[src/rtl/pe_seq.sv]
// Registered priority encoder with request capture and a valid/ready output slot.
// Optional saturating merged-request counter enabled by defining PE_SEQ_DROP_CNT_EN.
module pe_seq #(
  parameter int unsigned N         = 8,
  parameter bit          PRIO_HIGH = 1'b1
) (
  input  logic                 clk,
  input  logic                 rst_n,
  input  logic                 en,
  input  logic [N-1:0]         i,
  output logic [$clog2(N)-1:0] y,
  output logic                 valid,
  input  logic                 ready,
  output logic [N-1:0]         pending,
`ifdef PE_SEQ_DROP_CNT_EN
  output logic [7:0]           drop_cnt,
  input  logic                 drop_clr,
`endif
  output logic                 any
);

  localparam int unsigned W = $clog2(N);

  logic [N-1:0] pending_q, pending_d;
  logic [W-1:0] y_q, y_d;
  logic         valid_q, valid_d;

  logic         xfer;
  logic         slot_free;
  logic         load;
  logic [W-1:0] sel;
  logic [N-1:0] load_mask;
  logic [N-1:0] capt;

  assign xfer      = valid_q & ready;
  assign slot_free = ~valid_q | xfer;
  assign load      = slot_free & en & (|pending_q);
  assign load_mask = load ? (N'(1) << sel) : '0;
  assign capt      = en ? i : '0;

  // Later iterations overwrite earlier ones, so loop order sets the priority.
  always_comb begin
    sel = '0;
    if (PRIO_HIGH) begin
      for (int k = 0; k < int'(N); k++) begin
        if (pending_q[k]) sel = W'(k);
      end
    end else begin
      for (int k = int'(N) - 1; k >= 0; k--) begin
        if (pending_q[k]) sel = W'(k);
      end
    end
  end

  always_comb begin
    pending_d = (pending_q & ~load_mask) | capt;
    y_d       = y_q;
    valid_d   = valid_q;
    if (slot_free) begin
      valid_d = load;
      if (load) y_d = sel;
    end
  end

  always_ff @(posedge clk or negedge rst_n) begin
    if (!rst_n) begin
      pending_q <= '0;
      y_q       <= '0;
      valid_q   <= 1'b0;
    end else begin
      pending_q <= pending_d;
      y_q       <= y_d;
      valid_q   <= valid_d;
    end
  end

  assign pending = pending_q;
  assign y       = y_q;
  assign valid   = valid_q;
  assign any     = (|pending_q) | valid_q;

`ifdef PE_SEQ_DROP_CNT_EN
  localparam int unsigned PopW = $clog2(N + 1);
  localparam int unsigned SumW = ((PopW > 8) ? PopW : 8) + 1;

  logic [N-1:0]    merged;
  logic [PopW-1:0] pop;
  logic [SumW-1:0] cnt_sum;
  logic [7:0]      drop_cnt_q, drop_cnt_d;

  // Requests landing on bits that stay pending collapse into the existing one.
  assign merged = capt & pending_q & ~load_mask;

  always_comb begin
    pop = '0;
    for (int k = 0; k < int'(N); k++) begin
      pop = pop + PopW'(merged[k]);
    end
  end

  assign cnt_sum = SumW'(drop_cnt_q) + SumW'(pop);

  always_comb begin
    drop_cnt_d = drop_cnt_q;
    if (drop_clr) begin
      drop_cnt_d = '0;
    end else if (en) begin
      drop_cnt_d = (cnt_sum > SumW'(255)) ? 8'hFF : cnt_sum[7:0];
    end
  end

  always_ff @(posedge clk or negedge rst_n) begin
    if (!rst_n) begin
      drop_cnt_q <= '0;
    end else begin
      drop_cnt_q <= drop_cnt_d;
    end
  end

  assign drop_cnt = drop_cnt_q;
`endif

endmodule

[config.mk]
export PLATFORM = sky130hd
export DESIGN_NAME = pe_seq
export DESIGN_NICKNAME = d
export VERILOG_FILES = /design/src/rtl/pe_seq.sv
export SDC_FILE = /design/constraint.sdc
export NUM_CORES = 1
export LEC_CHECK = 0
export CORE_UTILIZATION = 35
export CTS_CLUSTER_SIZE = 14
export DETAILED_ROUTE_END_ITERATION = 10
export GPL_TIMING_DRIVEN = 0
export PLACE_DENSITY = 0.72
export RECOVER_POWER = 25
export SKIP_LAST_GASP = 1
export SLEW_MARGIN = 20
export SYNTH_ARGS = -nofsm -noshare
export SYNTH_HDL_FRONTEND = slang
export SYNTH_SLANG_ARGS = --single-unit
[constraint.sdc]
create_clock -name clk -period 1.3 [get_ports clk]
set_input_delay 0.26 -clock clk [delete_from_list [all_inputs] [get_ports clk]]
set_output_delay 0.26 -clock clk [all_outputs]
set_load 0.01 [all_outputs]
==> impl_metrics.tcl, run 1 <==
set metrics [dict create \
    worst_skew_pair.late_latency_ns 0.27 \
    worst_path_buf_inv 1 \
    grt_pass1_wl_um 2390 \
    fin_setup_tns_ns -1.04 \
    cell_internal_pwr_uw 661 \
    cts-buffers-inserted 3 \
    clock_tree.buffer_depth 2 \
    worstPathMaxFanout 4 \
    layout-area-overhead-vs-synth_pct 80.1 \
    end_kind "output pin" \
    grt_max_degree 13 \
    violations "negative setup slack" \
    clkSlewWorstSetupHoldPaths_ns 0.08 \
    clockRootBuffer "sky130_fd_sc_hd__clkbuf_4" \
    syn-num-nets 65 \
    switching_share_pct 28.1 \
    cellPowerDensity_mw_per_mm2 913 \
    post_drt_wl_per_cell_um 13.2 \
    layout.nets 107 \
    period_minus_slack_ns 1.73 \
    tritoncts "built" \
    worstPathRequired_ns 1.04 \
    drive_gt1_share_pct 42.6 \
    ir_worst_vdd_mv 0.523 \
    report.final.slew_viol_count 0 \
    start_util_pct 37.1 \
    detail_route.first_pass.iterations 4 \
    hold_path_class "primary input to async pin" \
    hold_violations 0 \
    synth_area_leaders "sky130_fd_sc_hd__dfrtp_1 (54%), sky130_fd_sc_hd__a22o_1 (9.4%), sky130_fd_sc_hd__o21ai_0 (5.4%), sky130_fd_sc_hd__nand2_1 (4.0%), sky130_fd_sc_hd__nor4_4 (3.8%)" \
    via_count 582 \
    power.total_uw 920 \
    hpwlAfterDp_um 967 \
    reg2reg_slack_ns -0.16 \
    final_cell_count_no_fill 110 \
    postCtsHoldBufs 0 \
    total_congestion_overflow 0 \
    critical-path-top-delay-family "simple AND/OR/NAND/NOR gates" \
    synth_common_cells "sky130_fd_sc_hd__dfrtp_1 (12), sky130_fd_sc_hd__a22o_1 (6), sky130_fd_sc_hd__nand2_1 (6), sky130_fd_sc_hd__o21ai_0 (6), sky130_fd_sc_hd__nor2_1 (3)" \
    crit_path_max_incr_delay_ns 0.45 \
    clkPwrFrac_pct 25.9 \
    rr_worst_depth 5 \
    ant_nets 0 \
    synth-seq-cells 12 \
    synthArstFlopShare_pct 100 \
    cp_data_arrival_time_ns 1.47 \
    synth.largest_area_cell "sky130_fd_sc_hd__dfrtp_1" \
    synthCells 53 \
    relative_slew_slack_pct 63.9 \
    maxCapViolations 0 \
    cp_slowest_cell "sky130_fd_sc_hd__dfrtp_2" \
    place.port_buffers 24 \
    slew_at_the_pin_closest_to_its_max_slew_limit_ns 0.540 \
    synth_ff_type "sky130_fd_sc_hd__dfrtp_1" \
    antenna_violations_before_repair 0 \
    synth.distinct_cells 22 \
    routabilityCongestion 0.733 \
    grt_use_total_pct 17.8 \
    synthesis.area_um2 559 \
    dpl_cells 93 \
    worst-setup-path-type "register to output pin" \
    critical_path.reg2reg.startpoint "pending[7]" \
    fmaxAchievable_ghz 0.577 \
    p_leak_nw 0.454 \
    yosys.area.top_type_share_pct 53.7 \
    regToRegEndpoint "pending[0]" \
    power.share.combinational_pct 26.2 \
    status "finished, violations left" \
    finish.instance_area_mm2 0.00101 \
    final.setup_skew_ns 0.00619 \
    synth_seq_area_share_pct 53.7 \
    area_inside_the_core_boundary_mm2 0.00151 \
    drt_first_iter_violations 13 \
    yosys_warn_count 0 \
    timing.critical_path.cells "nor4_4, nand2_1, or2_4, buf_6" \
    seq_power_share_pct 47.9 \
    placed_cell_area_um2 837 \
    final_min_period_over_clock_period_pct 133 \
    die_outline_area_mm2 0.00176 \
    timing.final.ws_setup_ns -0.432 \
    rows 14 \
    route.detailed.drc 0 \
    timing.final.setup_violations 8 \
    timing.critical_path.from_type "register" \
    floorplan.die.height_um 42.0 \
    netSwitchingPower_uw 259 \
    first_global_vias 569 \
    drt-total-wl_um 1460 \
    floorplan.io_pins 25 \
    rsz0062_at_grt "true" \
    synth-edff-count 0 \
    synthesis.area_per_instance_um2 10.6 \
    synth.most_common_cell "sky130_fd_sc_hd__dfrtp_1" \
    post_drt_via_cell_ratio 5.29 \
    n_antenna_cell 0 \
    cts_num_sinks 12 \
    htree_num_levels 1 \
    floorplan.die.width_um 42.0 \
]
worst max path at each step:
stage	from	end	slack [ns]	cells past startpoint
6_report	pending[1]	any	-0.43	4
5_1_grt	pending[1]	any	-0.50	4
4_1_cts	pending[4]	any	-0.43	4
3_5_place_dp	pending[1]	any	-0.74	4
3_3_place_gp	pending[1]	any	-0.71	4
2_1_floorplan	pending[6]	y[0]	-0.12	4
area by class of cell:
type / instances / area, um^2
buffer: 1 / 3.75
clock buffer: 4 / 26.3
fill: 125 / 499
inverter: 2 / 7.51
multi-input combinational: 38 / 312
sequential: 12 / 309
tap: 16 / 20.0
timing repair buffer: 37 / 329
sequential cells by signal, indices dropped and copies added, names as in the netlist:
register	cells
pending	8
y	3
valid	1
cell families after synthesis:
logic type | count (synthesis) | synth area share, %
mux | 1 | 2.01
simple gates | 22 | 24.4
buf+inv | 3 | 2.01
flops | 12 | 53.7
compound gates | 15 | 17.9
stage by stage:
stage          hold WS (ns)  utilization [%]  setup slack (ns)
2_1_floorplan       -0.0356                -            -0.122
3_3_place_gp          0.497             55.6            -0.710
3_5_place_dp          0.508             55.6            -0.740
4_1_cts               0.343             63.7            -0.427
5_1_grt               0.442             66.9            -0.501
6_report              0.407             66.9            -0.432
worst reg2reg max path, delay by kind of cell (launching register included):
| kind | cells | cell delay [ns] |
|---|---|---|
| AND/OR/NAND/NOR | 3 | 0.54 |
| buffers and inverters | 1 | 0.17 |
| AO/OA/AOI/OAI | 1 | 0.22 |
| flip-flops | 1 | 0.43 |
layer usage:
layer,global-route usage [%],share of wire [%],vias to the layer above
li1,-,-,281
met1,22.1,44,280
met2,30.3,50,19
met3,3.02,4.5,2
met4,7.74,0.96,0
met5,0,0,-
power by group through the flow:
stage,combinational (mW),sequential (mW),clock [mW]
6_report,0.241,0.440,0.238
5_1_grt,0.260,0.445,0.270
4_1_cts,0.220,0.442,0.242
3_3_place_gp,0.196,0.463,0
2_1_floorplan,0.0599,0.474,0
3_5_place_dp,0.199,0.466,0
cell usage in the layout, fill, tap and decap left out, drive strengths merged, types with 3 or more instances in the layout:
cell,instances
a22o,6
buf,19
clkbuf,5
clkdlybuf4s50,9
dfrtp,12
dlygate4sd2,7
nand2,6
nor2,3
o21ai,6
what timing repair did:
item                       CTS  global route
setup endpoints to repair   20            14
resized for setup           37            18
buffers inserted            15             4
pin swaps                    4             5
Power figures use the tool's default switching activity.
==> run 2, diff against run 1 <==
ABC_CLOCK_PERIOD_IN_PS = 1300   (was unset)
CELL_PAD_IN_SITES_DETAIL_PLACEMENT = 0   (was unset)
CELL_PAD_IN_SITES_GLOBAL_PLACEMENT = 1   (was unset)
CORE_UTILIZATION = 26   (was 35)
PLACE_DENSITY = 0.84   (was 0.72)
==> run 2 against run 1 <==
Effect of this change: the flow still finishes with violations (negative setup slack); utilization decreased by 17 points; critical path type unchanged; final cell count rose by 11%; setup slack worse by 0.056 ns; flip-flop and latch count unchanged; global-route usage down 2.9 points; critical endpoint unchanged; highest routed layer unchanged; routed wire length increased by 6.6%.
==> impl_metrics.tcl, run 2 (same netlist as run 1, synthesis figures left out) <==
set metrics [dict create \
    worst_path_buf_inv 1 \
    maxCapViolations 0 \
    layout.nets 108 \
    timing.critical_path.cells "nor4_4, nand2_1, or2_4, buf_6" \
    critical_path.reg2reg.startpoint "pending[7]" \
    violations "negative setup slack" \
    leading_cell_type_in_the_layout_fill_and_taps_excluded "sky130_fd_sc_hd__buf_4" \
    hold_violations 0 \
    period_minus_slack_ns 1.79 \
    slew_at_the_pin_closest_to_its_max_slew_limit_ns 0.547 \
    post_drt_via_cell_ratio 4.80 \
    timing.final.ws_setup_ns -0.488 \
    largest_reg_flops 8 \
    sequential_cell_area_um2 308 \
    num-fill-cells 186 \
    worstPathMaxFanout 2 \
    reg2reg_slack_ns -0.22 \
    timing.final.setup_violations 6 \
    clock_tree.buffer_depth 2 \
    drt_first_iter_violations 11 \
    die_outline_area_mm2 0.00234 \
    final.setup_skew_ns 0.00567 \
    cellPowerDensity_mw_per_mm2 993 \
    tritoncts "built" \
    worst_skew_pair.late_latency_ns 0.29 \
    multiInputGateArea_um2 297 \
    rsz0062_at_grt "true" \
    cp_slowest_cell "sky130_fd_sc_hd__dfrtp_2" \
    drt-total-wl_um 1550 \
    worst-setup-path-type "register to output pin" \
    report.final.slew_viol_count 0 \
    floorplan.io_pins 25 \
    cts-buffers-inserted 3 \
    total_congestion_overflow 0 \
    grt_pass1_wl_um 2650 \
    detail_route.first_pass.iterations 4 \
    crit_path_max_incr_delay_ns 0.44 \
    cts_num_sinks 12 \
    hpwlAfterDp_um 944 \
    fmaxAchievable_ghz 0.559 \
    drive_gt1_share_pct 43.2 \
    status "finished, violations left" \
    floorplan.die.height_um 48.4 \
    worstPathRequired_ns 1.04 \
    layout.cells.most_common_list "sky130_fd_sc_hd__buf_4 (13), sky130_fd_sc_hd__clkdlybuf4s50_1 (9)" \
    p_leak_nw 0.436 \
    n_antenna_cell 0 \
    start_util_pct 27.9 \
    dpl_cells 104 \
    route.detailed.drc 0 \
    clkSlewWorstSetupHoldPaths_ns 0.08 \
    post_drt_wl_per_cell_um 12.7 \
    critical-path-top-delay-family "simple AND/OR/NAND/NOR gates" \
    pre_cts_slack_ns -0.694 \
    first_global_vias 566 \
    fin_setup_tns_ns -1.28 \
    area_inside_the_core_boundary_mm2 0.00200 \
    grt_use_total_pct 14.9 \
    cp_data_arrival_time_ns 1.53 \
    relative_slew_slack_pct 63.4 \
    routabilityCongestion 0.756 \
    ir_worst_vdd_mv 0.413 \
    via_count 585 \
    rows 16 \
    grt_max_degree 13 \
    place.port_buffers 24 \
    worstSetupStartpoint "pending[4]" \
    end_kind "output pin" \
    ant_nets 0 \
    clockRootBuffer "sky130_fd_sc_hd__clkbuf_4" \
    final_cell_count_no_fill 122 \
    htree_num_levels 1 \
    floorplan.die.width_um 48.4 \
    final_min_period_over_clock_period_pct 138 \
    timing.critical_path.from_type "register" \
    antenna_violations_before_repair 0 \
    hold_path_class "primary input to async pin" \
    layout-area-overhead-vs-synth_pct 78.7 \
]
[run 2: final timing paths]
kind / to / cells after the start
min: y[1] / 1
min reg2reg: y[0] / 1
min in group clk: pending[2] / 3
max: any / 4
max in group asynchronous: valid / 1
max reg2reg: pending[4] / 4
[run 2: where the power goes]
part | total (mW) | internal, mW | leakage (nW) | switching [mW]
registers | 0.440 | 0.411 | 0.117 | 0.0291
logic | 0.239 | 0.132 | 0.298 | 0.107
clock network | 0.313 | 0.171 | 0.0210 | 0.143
[run 2: final cells by class]
type	count	share of cell area [%]
well taps	27	3.38
flip-flops and latches	12	30.8
repair buffers	38	31.4
multi-input cells	38	29.7
inverters	2	0.751
clock buffers	4	3.63
plain buffers	1	0.375
[run 2: per-layer routing]
layer  track usage (%)  share of wire [%]  routed length (um)  up-vias
li1                  -                  -                   -      280
met1              19.3                 45                 698      276
met2              23.5                 47                 737       26
met3              2.83                5.7                  89        3
met4              8.33                1.7                  27        0
met5                 0                  0                   0        -
[run 2: through the flow]
step	total power [mW]	cell area (um^2)	hold slack, ns	util, %
3_3_place_gp	0.661	851	0.498	42.5
6_report	0.992	1000	0.388	49.9
5_1_grt	1.03	1000	0.440	49.9
2_1_floorplan	0.534	577	-0.0356	-
3_5_place_dp	0.665	851	0.510	42.5
4_1_cts	0.980	988	0.341	49.4
[run 2: worst register-to-register path: cells and delay by family, from the launching register on]
family / cells / cell delay (ns)
simple gates: 1 / 0.52
flops: 1 / 0.44
buf+inv: 2 / 0.28
compound gates: 1 / 0.19
[run 2: timing repair]
action,4_1_cts,5_1_grt
pin swaps,2,1
gates resized for setup,42,8
setup buffers,12,2
hold buffers,0,0
hold endpoints to repair,0,0
setup endpoints to repair,20,12
==> run 3, diff against run 2 <==
CORE_ASPECT_RATIO = 0.9   (was unset)
GPL_ROUTABILITY_DRIVEN = 1   (was unset)
==> run 3 against run 2 <==
Effect of this change: the run still ends with negative setup slack left; final cell count increased by 0.82%; critical path depth is the same; non-clock buffer count is 3 higher; count of clock-buffer cells in the layout unchanged; largest power group unchanged; highest routed layer unchanged.
==> impl_metrics.tcl, run 3 (same netlist as run 1, synthesis figures left out) <==
set metrics [dict create \
    die_outline_area_mm2 0.00234 \
    htree_num_levels 1 \
    period_minus_slack_ns 1.76 \
    clkPwrFrac_pct 26.1 \
    fin_setup_tns_ns -1.02 \
    clockRootBuffer "sky130_fd_sc_hd__clkbuf_4" \
    final_min_period_over_clock_period_pct 135 \
    start_util_pct 28.4 \
    largest_reg_flops 8 \
    hpwlAfterDp_um 945 \
    maxCapViolations 0 \
    critical_path.reg2reg.startpoint "pending[3]" \
    antenna_violations_before_repair 0 \
    grt_use_total_pct 14.3 \
    layout.nets 111 \
    status "finished, violations left" \
    place.port_buffers 24 \
    cell_internal_pwr_uw 685 \
    timing.critical_path.from_type "register" \
    netSwitchingPower_uw 284 \
    final.setup_skew_ns 0.00219 \
    total_congestion_overflow 0 \
    floorplan.die.width_um 50.9 \
    fmaxAchievable_ghz 0.568 \
    relative_slew_slack_pct 64.3 \
    power.share.combinational_pct 28.3 \
    layout-area-overhead-vs-synth_pct 83.7 \
    drive_gt1_share_pct 45.9 \
    clock_tree.buffer_depth 2 \
    worstPathRequired_ns 1.04 \
    post_drt_via_cell_ratio 5.02 \
    worst-setup-path-type "register to output pin" \
    violations "negative setup slack" \
    routabilityCongestion 0.745 \
    cp_data_arrival_time_ns 1.50 \
    area_inside_the_core_boundary_mm2 0.00197 \
    first_global_vias 551 \
    route.detailed.drc 0 \
    floorplan.die.height_um 46 \
    seq_power_share_pct 45.7 \
    cts_num_sinks 12 \
    final_core_util_pct 52.1 \
    regToRegEndpoint "y[0]" \
    reg2reg_slack_ns -0.18 \
    detail_route.first_pass.iterations 4 \
    rows 15 \
    ant_nets 0 \
    timing.final.setup_violations 7 \
    tritoncts "built" \
    switching_share_pct 29.3 \
    grt_pass1_wl_um 2410 \
    drt-total-wl_um 1650 \
    post_drt_wl_per_cell_um 13.4 \
    slew_at_the_pin_closest_to_its_max_slew_limit_ns 0.534 \
    n_antenna_cell 0 \
    grt_max_degree 13 \
    layout.cells.most_common_list "sky130_fd_sc_hd__buf_4 (14), sky130_fd_sc_hd__clkdlybuf4s50_1 (9)" \
    via_count 617 \
    hold_violations 0 \
    timing.final.ws_setup_ns -0.459 \
    leading_cell_type_in_the_layout_fill_and_taps_excluded "sky130_fd_sc_hd__buf_4" \
    drt_first_iter_violations 14 \
    cellPowerDensity_mw_per_mm2 943 \
    rr_worst_depth 5 \
    floorplan.io_pins 25 \
    cts-buffers-inserted 3 \
    report.final.slew_viol_count 0 \
    end_kind "output pin" \
    worst_skew_pair.late_latency_ns 0.28 \
    clkSlewWorstSetupHoldPaths_ns 0.08 \
    p_leak_nw 0.461 \
    rsz0062_at_grt "true" \
    num-fill-cells 188 \
    worstPathMaxFanout 2 \
    ir_worst_vdd_mv 0.613 \
    hold_path_class "primary input to async pin" \
]
## run 3: power groups by stage
| stage | Combinational (mW) | Clock (mW) | Sequential, mW |
|---|---|---|---|
| floorplan | 0.0599 | 0 | 0.474 |
| global placement | 0.196 | 0 | 0.465 |
| detailed placement | 0.197 | 0 | 0.466 |
| CTS | 0.241 | 0.251 | 0.444 |
| global route | 0.295 | 0.289 | 0.447 |
| finish | 0.274 | 0.253 | 0.442 |
## run 3: how the worst max path moves through the flow
stage / to / cells past startpoint / startpoint / slack (ns)
6_report: any / 4 / pending[3] / -0.46
5_1_grt: any / 4 / pending[4] / -0.53
4_1_cts: any / 4 / pending[4] / -0.43
3_5_place_dp: any / 4 / pending[1] / -0.71
3_3_place_gp: any / 4 / pending[1] / -0.69
2_1_floorplan: y[0] / 4 / pending[6] / -0.12
## run 3: final cells by class
class / instances / area (um^2) / area share [%]
buffer: 1 / 3.75 / 0.365
timing repair buffer: 41 / 340 / 33.1
multi-input combinational: 38 / 310 / 30.2
sequential: 12 / 308 / 30.0
clock buffer: 4 / 26.3 / 2.56
tap: 25 / 31.3 / 3.05
inverter: 2 / 7.51 / 0.731
## run 3: through the flow
stage                     area (um^2)  total power, mW  setup slack [ns]  instances  hold WS [ns]
after detailed placement          848            0.663            -0.713        102         0.509
final                            1030            0.968            -0.459        123         0.395
after floorplan                   577            0.534            -0.122         53       -0.0356
after CTS                         982            0.936            -0.431        120         0.342
after global routing             1030             1.03            -0.529        123         0.425
after global placement            848            0.661            -0.686        102         0.503
## run 3: routing by layer
metal	track usage [%]	vias to the layer above	wire length, um
met3	4.00	2	65
met2	26.1	24	880
met5	0	-	0
li1	-	289	-
met1	16.9	302	697
met4	3.33	0	10
## run 3: what timing repair did
item | in CTS | in global routing
buffers inserted | 14 | 5
resized for setup | 49 | 10
pin swaps | 5 | 2
hold buffers | 0 | 0
setup endpoints to repair | 18 | 12
## run 3: worst max-delay path, stage by stage (launching register included)
cell                      delay, ns
sky130_fd_sc_hd__dfrtp_2       0.43
sky130_fd_sc_hd__nor4_4        0.31
sky130_fd_sc_hd__nand2_1       0.12
sky130_fd_sc_hd__or2_4         0.24
sky130_fd_sc_hd__buf_6         0.12
